File: src/rtl/pcie_arb_pkg.sv
// Shared definitions for the PCIe RX TLP arbiter.
// Holds the arbiter state encoding, the RX sideband struct layout and the
// default sizing used by pcie_rx_tlp_arb and pcie_rr_arb.
package pcie_arb_pkg;

    localparam int PF_WIDTH       = 3;
    localparam int VF_WIDTH       = 8;
    localparam int DEF_NUM_REQ    = 4;
    localparam int DEF_GAP_CYCLES = 0;

    typedef enum logic [1:0] {
        IDLE = 2'd0,
        PKT  = 2'd1,
        GAP  = 2'd2
    } t_arb_state;

    // Sideband carried alongside every beat: {bar, vf_active, pfn, vfn}.
    typedef struct packed {
        logic [2:0]          bar;
        logic                vf_active;
        logic [PF_WIDTH-1:0] pfn;
        logic [VF_WIDTH-1:0] vfn;
    } t_avst_rx_meta;

endpackage

File: src/rtl/pcie_rr_arb.sv
// Combinational round-robin selector.
// Ports:
//   req        - request vector, one bit per requester
//   last_grant - index of the previously granted requester
//   grant      - one-hot grant (all zero when nothing requests)
//   grant_idx  - index of the granted requester
//   any_grant  - at least one requester was selected
// Search starts at last_grant+1 and wraps modulo NUM_REQ.
module pcie_rr_arb #(
    parameter int NUM_REQ = 4,
    parameter int IDX_W   = $clog2(NUM_REQ)
) (
    input  logic [NUM_REQ-1:0] req,
    input  logic [IDX_W-1:0]   last_grant,
    output logic [NUM_REQ-1:0] grant,
    output logic [IDX_W-1:0]   grant_idx,
    output logic               any_grant
);

    localparam int unsigned NR = NUM_REQ;

    logic [IDX_W-1:0] cand;

    always_comb begin
        grant_idx = '0;
        any_grant = 1'b0;
        cand      = '0;
        // Offsets 1..NR visit every requester once, last_grant itself last.
        for (int unsigned i = 1; i <= NR; i++) begin
            cand = IDX_W'((32'(last_grant) + i) % NR);
            if (!any_grant && req[cand]) begin
                any_grant = 1'b1;
                grant_idx = cand;
            end
        end
        grant = any_grant ? (NUM_REQ'(1) << grant_idx) : '0;
    end

endmodule

File: src/rtl/pcie_rx_tlp_arb.sv
// Merges NUM_REQ Avalon-ST TLP requesters into one RX stream.
// Packet-locked round-robin arbitration with optional idle gap between TLPs.
// Ports:
//   clk, rst_n                      - clock, async active-low reset
//   req_valid/sop/eop/data/empty/meta - per-requester AVST beats (packed)
//   req_ready                       - per-requester beat accept
//   out_valid/sop/eop/data/empty/meta - merged stream, one register stage
//   out_ready                       - downstream accept
//   grant_id                        - current or last granted requester
//   proto_err                       - pulse on sop seen inside a packet
//   tlp_cnt                         - forwarded eop beats, wrapping
module pcie_rx_tlp_arb
    import pcie_arb_pkg::*;
#(
    parameter int NUM_REQ    = DEF_NUM_REQ,
    parameter int DATA_W     = 256,
    parameter int META_W     = 3 + 1 + PF_WIDTH + VF_WIDTH,
    parameter int GAP_CYCLES = DEF_GAP_CYCLES
) (
    input  logic                        clk,
    input  logic                        rst_n,
    input  logic [NUM_REQ-1:0]          req_valid,
    input  logic [NUM_REQ-1:0]          req_sop,
    input  logic [NUM_REQ-1:0]          req_eop,
    input  logic [NUM_REQ*DATA_W-1:0]   req_data,
    input  logic [NUM_REQ*3-1:0]        req_empty,
    input  logic [NUM_REQ*META_W-1:0]   req_meta,
    output logic [NUM_REQ-1:0]          req_ready,
    output logic                        out_valid,
    output logic                        out_sop,
    output logic                        out_eop,
    output logic [DATA_W-1:0]           out_data,
    output logic [2:0]                  out_empty,
    output logic [META_W-1:0]           out_meta,
    input  logic                        out_ready,
    output logic [$clog2(NUM_REQ)-1:0]  grant_id,
    output logic                        proto_err,
    output logic [15:0]                 tlp_cnt
);

    localparam int IW = $clog2(NUM_REQ);

    t_arb_state         state;
    logic [IW-1:0]      last_grant;
    logic [NUM_REQ-1:0] gnt_oh;
    logic [7:0]         gap_cnt;
    logic               first_beat;

    logic [NUM_REQ-1:0] arb_gnt;
    logic [IW-1:0]      arb_idx;
    logic               arb_any;

    logic               accept;
    logic               sel_sop;
    logic               sel_eop;
    logic [DATA_W-1:0]  sel_data;
    logic [2:0]         sel_empty;
    logic [META_W-1:0]  sel_meta;

    // Only requesters presenting a start-of-packet compete for the grant.
    pcie_rr_arb #(
        .NUM_REQ (NUM_REQ),
        .IDX_W   (IW)
    ) u_rr (
        .req        (req_valid & req_sop),
        .last_grant (last_grant),
        .grant      (arb_gnt),
        .grant_idx  (arb_idx),
        .any_grant  (arb_any)
    );

    always_comb begin
        req_ready = '0;
        if (state == PKT && (!out_valid || out_ready)) begin
            req_ready = gnt_oh;
        end
    end

    assign accept    = (state == PKT) && req_valid[grant_id] && req_ready[grant_id];
    assign sel_sop   = req_sop[grant_id];
    assign sel_eop   = req_eop[grant_id];
    assign sel_data  = req_data[grant_id*DATA_W +: DATA_W];
    assign sel_empty = req_empty[grant_id*3 +: 3];
    assign sel_meta  = req_meta[grant_id*META_W +: META_W];

    always_ff @(posedge clk or negedge rst_n) begin
        if (!rst_n) begin
            state      <= IDLE;
            last_grant <= IW'(NUM_REQ - 1);
            grant_id   <= '0;
            gnt_oh     <= '0;
            gap_cnt    <= '0;
            first_beat <= 1'b0;
            out_valid  <= 1'b0;
            out_sop    <= 1'b0;
            out_eop    <= 1'b0;
            out_data   <= '0;
            out_empty  <= '0;
            out_meta   <= '0;
            proto_err  <= 1'b0;
            tlp_cnt    <= '0;
        end else begin
            proto_err <= 1'b0;

            if (out_valid && out_ready && out_eop) begin
                tlp_cnt <= tlp_cnt + 16'd1;
            end

            // Output stage reloads only when empty or draining this cycle.
            if (!out_valid || out_ready) begin
                out_valid <= accept;
                if (accept) begin
                    out_sop   <= sel_sop;
                    out_eop   <= sel_eop;
                    out_data  <= sel_data;
                    out_empty <= sel_eop ? sel_empty : 3'd0;
                    out_meta  <= sel_meta;
                end
            end

            if (accept && sel_sop && !first_beat) begin
                proto_err <= 1'b1;
            end

            case (state)
                IDLE: begin
                    if (arb_any) begin
                        grant_id   <= arb_idx;
                        last_grant <= arb_idx;
                        gnt_oh     <= arb_gnt;
                        first_beat <= 1'b1;
                        state      <= PKT;
                    end
                end
                PKT: begin
                    if (accept) begin
                        first_beat <= 1'b0;
                        if (sel_eop) begin
                            if (GAP_CYCLES == 0) begin
                                state <= IDLE;
                            end else begin
                                gap_cnt <= 8'(GAP_CYCLES - 1);
                                state   <= GAP;
                            end
                        end
                    end
                end
                GAP: begin
                    if (gap_cnt == 8'd0) begin
                        state <= IDLE;
                    end else begin
                        gap_cnt <= gap_cnt - 8'd1;
                    end
                end
                default: state <= IDLE;
            endcase
        end
    end

endmodule

File: config.mk
export PLATFORM = sky130hd
export DESIGN_NAME = pcie_rx_tlp_arb
export DESIGN_NICKNAME = d
export VERILOG_FILES = /design/src/rtl/pcie_arb_pkg.sv /design/src/rtl/pcie_rr_arb.sv /design/src/rtl/pcie_rx_tlp_arb.sv
export SDC_FILE = /design/constraint.sdc
export NUM_CORES = 1
export LEC_CHECK = 0
export CORE_AREA = 2 2 557 559
export DETAILED_ROUTE_END_ITERATION = 10
export DIE_AREA = 0 0 559 561
export PLACE_DENSITY = 0.36
export SETUP_SLACK_MARGIN = 0.1
export SKIP_CTS_REPAIR_TIMING = 1
export SLEW_MARGIN = 0
export SYNTH_ARGS = -nofsm -noshare
export SYNTH_HDL_FRONTEND = slang
export SYNTH_SLANG_ARGS = --single-unit
export TNS_END_PERCENT = 30
File: constraint.sdc
create_clock -name clk -period 2.5 [get_ports clk]
set_clock_uncertainty 0.1 [all_clocks]
set_input_delay 0.375 -clock clk [delete_from_list [all_inputs] [get_ports clk]]
set_output_delay 0.375 -clock clk [all_outputs]
set_load 0.005 [all_outputs]
# Word level (Yosys, flattened, before mapping)
# Index checks and enable logic that the tools add are counted.
# W data, S select, Z words.
[word_totals]
register_bits = 313
in_bits = 1111
out_inout_bits = 300
elab_cells = 98
[op_classes]
add_sub_neg = 6
mul = 2
magnitude_cmp = 5
eq_ne = 6
shifts = 4
n_mux = 35
bitwise = 2
n_reduce_logical = 24
[op_table]
columns = ["operator", "count"]
rows = [
  ["$shiftx A1024 B11 Y256", 1],
  ["$shiftx A60 B7 Y15", 1],
  ["$add A16 B1 Y16 const B", 1],
  ["$bmux W1 S2", 8],
  ["$mux W2", 8],
  ["$lt A2 B3 Y1 const B", 5],
  ["$mux W1", 15],
  ["$shiftx A12 B5 Y3", 1],
  ["$logic_and A1 B1 Y1", 10],
  ["$logic_not A8 Y1", 1],
  ["$ne A2 B2 Y1 const B", 4],
  ["$sub A8 B1 Y8 const B", 1],
  ["$mul A2 B4 Y6 const B", 1],
  ["$pmux W2 S3", 1],
  ["$reduce_and A2 Y1", 3],
  ["$logic_not A1 Y1", 5],
  ["$add A2 B1 Y2 const B", 2],
  ["$add A2 B2 Y2 const B", 2],
  ["$and A4 B4 Y4", 1],
  ["$mul A2 B2 Y4 const B", 1],
  ["$mux W4", 1],
  ["$reduce_and A4 Y1", 1],
  ["$shl A1 B2 Y4 const A", 1],
  ["$mux W3", 1],
  ["other kinds (8)", 8],
]

# Depth between registers and ports, before layout
[depth]
word_depth = 15
ltp_mapped = 8
mapped_depth_nobuf = 5

# By module
# A second synthesis with hierarchy kept.
[hier_totals]
cells_unflattened = 1075
hier_area_um2 = 19279.7
[by_module_without_submodules]
columns = ["mod", "n_inst", "cells_each", "area_per_inst_um2", "seq_area_each_um2"]
rows = [
  ["pcie_rx_tlp_arb", 1, 1045, 19078.3, 7609.8],
  ["pcie_rr_arb", 1, 30, 201.4, 0.0],
]

# Worst setup path before layout
# OpenSTA, ideal clock, no wires.
[synth_timing]
path_type = "register to register"
startpoint = "register grant_id[1]"
endpoint = "register out_data[167]"
setup_ns = 0.125
arrival_time_ns = 1.684
required_time_ns = 2.275
path_slack_ns = 0.591
stages_incl_launch_ff = 6
path_buffers = 3
period_less_slack_ns = 1.909
path_cell_list = "dfrtp_1 > buf_2 > buf_2 > clkbuf_1 > mux4_2 > mux2_4"
[synth_via]
elab_chain_len = 5
elab_cells_between_ends = 8
classes_between = "shift: 1; mux: 4; reduce/logical: 3"
[synth_lines]
columns = ["item", "line", "text"]
rows = [
  ["start, declared", "pcie_rx_tlp_arb.sv:36", "output logic [$clog2(NUM_REQ)-1:0] grant_id,"],
  ["start signal, assigned", "pcie_rx_tlp_arb.sv:128", "grant_id <= arb_idx;"],
  ["branches (longest 5 deep; another with $shiftx A1024 B11 Y256)", "n/a", ""],
  ["end signal, assigned", "pcie_rx_tlp_arb.sv:115", "out_data <= sel_data;"],
  ["end, declared", "pcie_rx_tlp_arb.sv:32", "output logic [DATA_W-1:0] out_data,"],
]
# Several ways; the timed one is not identified. The select of a mux whose other input is x is not followed.
# A chain may end at the register's enable or synchronous reset.

# Final worst setup path
[layout_timing]
startpoint = "register grant_id[0]"
endpoint = "register out_data[110]"
# The elaborated chain is that of the path after synthesis.

==> impl_summary.log <==
[metrics] total count of max-transition violations in the final report: 0
[metrics] minimum clock period after layout: 2360 ps
[metrics] DR DRC count: 0
[metrics] kind of end point of the critical path: register
[metrics] number of enable flip-flop cells after synthesis: 0
[metrics] data required time at the worst endpoint: 2920 ps
[metrics] antenna violations before repair: 357
[metrics] cell-internal power: 27.1 mW
[metrics] Total Wirelength: 223000 um
[metrics] average routed wire per standard cell: 32.9 um
[metrics] Total Die Area: 314000 sq um
[metrics] Psw: 14.6 mW
[metrics] most numerous cell on the critical path: sky130_fd_sc_hd__buf_12
[metrics] clock tree from TritonCTS: built
[metrics] via count of the first global-routing pass: 19482
[metrics] H-tree levels: 2
[metrics] port bufs: 1410
[metrics] total core area: 308000 sq um
[metrics] Antenna Violating Nets Remaining: 0
[metrics] highest attainable clock frequency: 0.423 GHz
[metrics] total clock sinks: 304
[metrics] leakage power summed over all cells: 14.5 nW
[metrics] share of the yosys chip area belonging to registers: 39.7%
[metrics] gate family responsible for the most delay along the worst path: buffers and inverters
[metrics] WP data arrival: 2780 ps
[metrics] worst-skew pair later-pin latency: 660 ps
[metrics] number of endpoints with negative hold slack in the final report: 0
[metrics] crit path launch type: register
[metrics] sequence of cells on the critical path: buf_4 -> o21ai_1 -> o211a_4 -> buf_12 -> buf_12 -> mux2_4
[metrics] largest net degree at the start of global routing: 59
[metrics] number of library cell types mapped by synthesis: 48
[metrics] top_reg_cell synth: sky130_fd_sc_hd__dfrtp_1
[metrics] Syn Area/Cell: 18.2 sq um
[metrics] Clock Path Buffers: 3
[metrics] CP max FO: 17
[metrics] maximum cell stage delay along the critical path: 530 ps
[metrics] DR iter-0 viols: 1364
[metrics] worst slack at placement: -92.1 ps
[metrics] worst-margin pin slew: 674 ps
[metrics] gate count after technology mapping: 1055
[metrics] Detailed Place HPWL: 203000 um
[metrics] number of storage elements in the synthesis netlist: 304
[metrics] Layout Area Growth over Synthesis: 112%
[metrics] die width: 559 um
[metrics] sequential cell fraction of total power: 22.3%
[metrics] net count after synthesis: 2167
[metrics] share of flip-flops with an asynchronous set or reset after synthesis: 100%
[metrics] average vias per placed instance: 2.83
[metrics] Crit Path Category: reg -> reg
[metrics] total of endpoints with negative setup slack in the final report: 0
[metrics] count of vias placed by the detailed router: 19174
[metrics] total standard cell area after synthesis: 19200 sq um
[metrics] first-pass GRT wire length: 267000 um
[metrics] number of buffers created by CTS: 44
[metrics] setup repair after global routing missed its margin: false
[metrics] Ys Warns: 0
[metrics] overall global routing resource usage: 13.7%
[metrics] result of the run: finished clean
[metrics] remaining global-route overflow: 0
[metrics] height of the die: 561 um
[metrics] Max Cap Viol: 0
[metrics] Peak VDD IR: 0.478 mV
[metrics] Final Power: 41.7 mW
[metrics] final cycle utilization of the critical path: 94.5%
[metrics] starting utilization of the core area: 6.23%
[metrics] routability-driven placement congestion ratio: 0.912
[metrics] Slew headroom: 55.0%
[metrics] cell at the root of the clock tree: sky130_fd_sc_hd__clkbuf_16
[metrics] Final WS setup: 138 ps
[metrics] Hold/Removal Path Class: in -> async
[metrics] count of TritonRoute iterations in the first routing pass: 5
[metrics] Worst-path clk slew: 60 ps
[metrics] I/O pin total: 1411
[metrics] cell row count: 204
[metrics] share of total power consumed by net switching: 35.0%
[metrics] NumNets Final: 3644
[metrics] Worst path slowest cell: sky130_fd_sc_hd__dfrtp_4
[metrics] clock share of power: 15.8%
[metrics] CP Buf/Inv Count: 3
[metrics] Logic pwr share: 61.9%
[metrics] total power density per cell area: 1020 nW/um^2
[metrics] layout cell share with drive strength beyond 1: 28.8%
cell families (layout without fill, tap and decap cells):
group / after synthesis / after routing / synth area share [%]
mux: 552 / 552 / 53.0
flops: 304 / 304 / 39.7
buf+inv: 100 / 1610 / 4.04
simple gates: 61 / 61 / 1.62
compound gates: 22 / 22 / 0.861
xor+xnor: 15 / 15 / 0.685
fa+ha+maj: 1 / 1 / 0.0652
other cells: 0 / 99 / 0
cell usage after synthesis, types with 2 or more instances:
library cell               instances  area [sq um]
sky130_fd_sc_hd__a21oi_1           5          25.0
sky130_fd_sc_hd__and2_1            2          12.5
sky130_fd_sc_hd__and3_1            8          50.1
sky130_fd_sc_hd__buf_2            22           110
sky130_fd_sc_hd__buf_4            20           150
sky130_fd_sc_hd__buf_6            23           259
sky130_fd_sc_hd__buf_8            11           165
sky130_fd_sc_hd__clkbuf_1         17          63.8
sky130_fd_sc_hd__dfrtp_1         302          7560
sky130_fd_sc_hd__dfstp_2           2          52.6
sky130_fd_sc_hd__inv_1             6          22.5
sky130_fd_sc_hd__mux2_2           47           529
sky130_fd_sc_hd__mux2_4          226          3390
sky130_fd_sc_hd__mux2i_1           3          30.0
sky130_fd_sc_hd__mux4_2          276          6220
sky130_fd_sc_hd__nand2_1          23          86.3
sky130_fd_sc_hd__nand3_1           8          40.0
sky130_fd_sc_hd__nand4_1           5          31.3
sky130_fd_sc_hd__nor2_1            4          15.0
sky130_fd_sc_hd__nor3_1            2          10.0
sky130_fd_sc_hd__nor3b_1           2          15.0
sky130_fd_sc_hd__o211ai_1          2          15.0
sky130_fd_sc_hd__xnor2_1          13           114
sky130_fd_sc_hd__xor2_1            2          17.5
cell type report:
type | count | area (sq um)
flip-flops and latches | 304 | 7620
inverters | 6 | 22.5
clock inverters | 16 | 201
clock buffers | 63 | 1230
well taps | 4120 | 5150
repair buffers | 1525 | 15400
diodes | 99 | 248
multi-input cells | 651 | 10800
fillers | 34518 | 267000
layout by cell type (no fill, tap or decap), types with 2 or more instances in the layout:
master	netlist	routed
sky130_fd_sc_hd__mux2_4	226	226
sky130_fd_sc_hd__dfstp_2	2	2
sky130_fd_sc_hd__nand4_1	5	5
sky130_fd_sc_hd__xnor2_1	13	13
sky130_fd_sc_hd__nand2_1	23	23
sky130_fd_sc_hd__dlymetal6s2s_1	0	6
sky130_fd_sc_hd__mux2i_1	3	3
sky130_fd_sc_hd__clkdlybuf4s50_1	0	1401
sky130_fd_sc_hd__nor3_1	2	2
sky130_fd_sc_hd__clkbuf_16	0	45
sky130_fd_sc_hd__and2_1	2	2
sky130_fd_sc_hd__and3_1	8	8
sky130_fd_sc_hd__inv_1	6	6
sky130_fd_sc_hd__clkbuf_8	0	6
sky130_fd_sc_hd__buf_12	0	31
sky130_fd_sc_hd__diode_2	0	99
sky130_fd_sc_hd__nor2_1	4	4
sky130_fd_sc_hd__xor2_1	2	2
sky130_fd_sc_hd__clkbuf_1	17	13
sky130_fd_sc_hd__nor3b_1	2	2
sky130_fd_sc_hd__clkinv_2	0	8
sky130_fd_sc_hd__o211ai_1	2	2
sky130_fd_sc_hd__dfrtp_1	302	300
sky130_fd_sc_hd__buf_4	20	83
sky130_fd_sc_hd__nand3_1	8	8
sky130_fd_sc_hd__mux4_2	276	276
sky130_fd_sc_hd__dfrtp_4	0	2
sky130_fd_sc_hd__mux2_2	47	47
sky130_fd_sc_hd__bufinv_16	0	4
sky130_fd_sc_hd__a21oi_1	5	5
registers in the layout, summed over array words and instances (netlist names):
name / cells
out_data: 256
tlp_cnt: 16
out_meta: 15
gnt_oh: 4
out_empty: 3
grant_id: 2
last_grant: 2
first_beat: 1
out_eop: 1
out_sop: 1
out_valid: 1
proto_err: 1
state: 1
worst register-to-register path: cells and delay by family (launching register included):
| kind | cells | cell delay (ps) |
|---|---|---|
| buf+inv | 3 | 750 |
| flops | 1 | 530 |
| compound gates | 2 | 500 |
| mux | 1 | 340 |
worst paths after layout:
kind                             startpoint            end  slack, ps  depth (start not counted)
worst max-delay path            grant_id[0]  out_data[110]        140                          6
max in group asynchronous             rst_n    out_meta[5]       1170                          4
worst max register to register  grant_id[0]  out_data[110]        140                          6
worst min-delay path                  rst_n  out_data[146]        150                          2
worst min register to register   first_beat      proto_err        380                          1
min in group clk                 first_beat      proto_err        380                          1
per-layer routing:
layer	GRT usage, %	routed length (um)	vias to the layer above
li1	-	-	7430
met2	20.6	94300	1495
met1	14.1	78700	9386
met4	2.93	5800	288
met5	0	1870	-
met3	12.1	42200	575
power by group through the flow:
stage | Sequential, mW | Clock [mW] | Combinational, mW
2_1_floorplan | 8.98 | 0 | 13.6
3_3_place_gp | 9.46 | 0 | 25.9
3_5_place_dp | 9.36 | 0 | 26.0
4_1_cts | 9.36 | 6.92 | 26.1
5_1_grt | 9.58 | 7.06 | 27.1
6_report | 9.30 | 6.59 | 25.8
through the flow:
step | cell area (sq um) | std cells | TNS [ps] | utilization [%] | hold WS, ps
floorplan | 19200 | 1055 | 0 | - | -20.6
global placement | 38900 | 6598 | -15870 | 12.7 | 261
detailed placement | 38900 | 6598 | -8040 | 12.7 | 263
CTS | 40300 | 6677 | -420 | 13.1 | -509
global route | 40500 | 6716 | 0 | 13.2 | 133
finish | 40700 | 6784 | 0 | 13.2 | 154
Power figures use the tool's default switching activity.
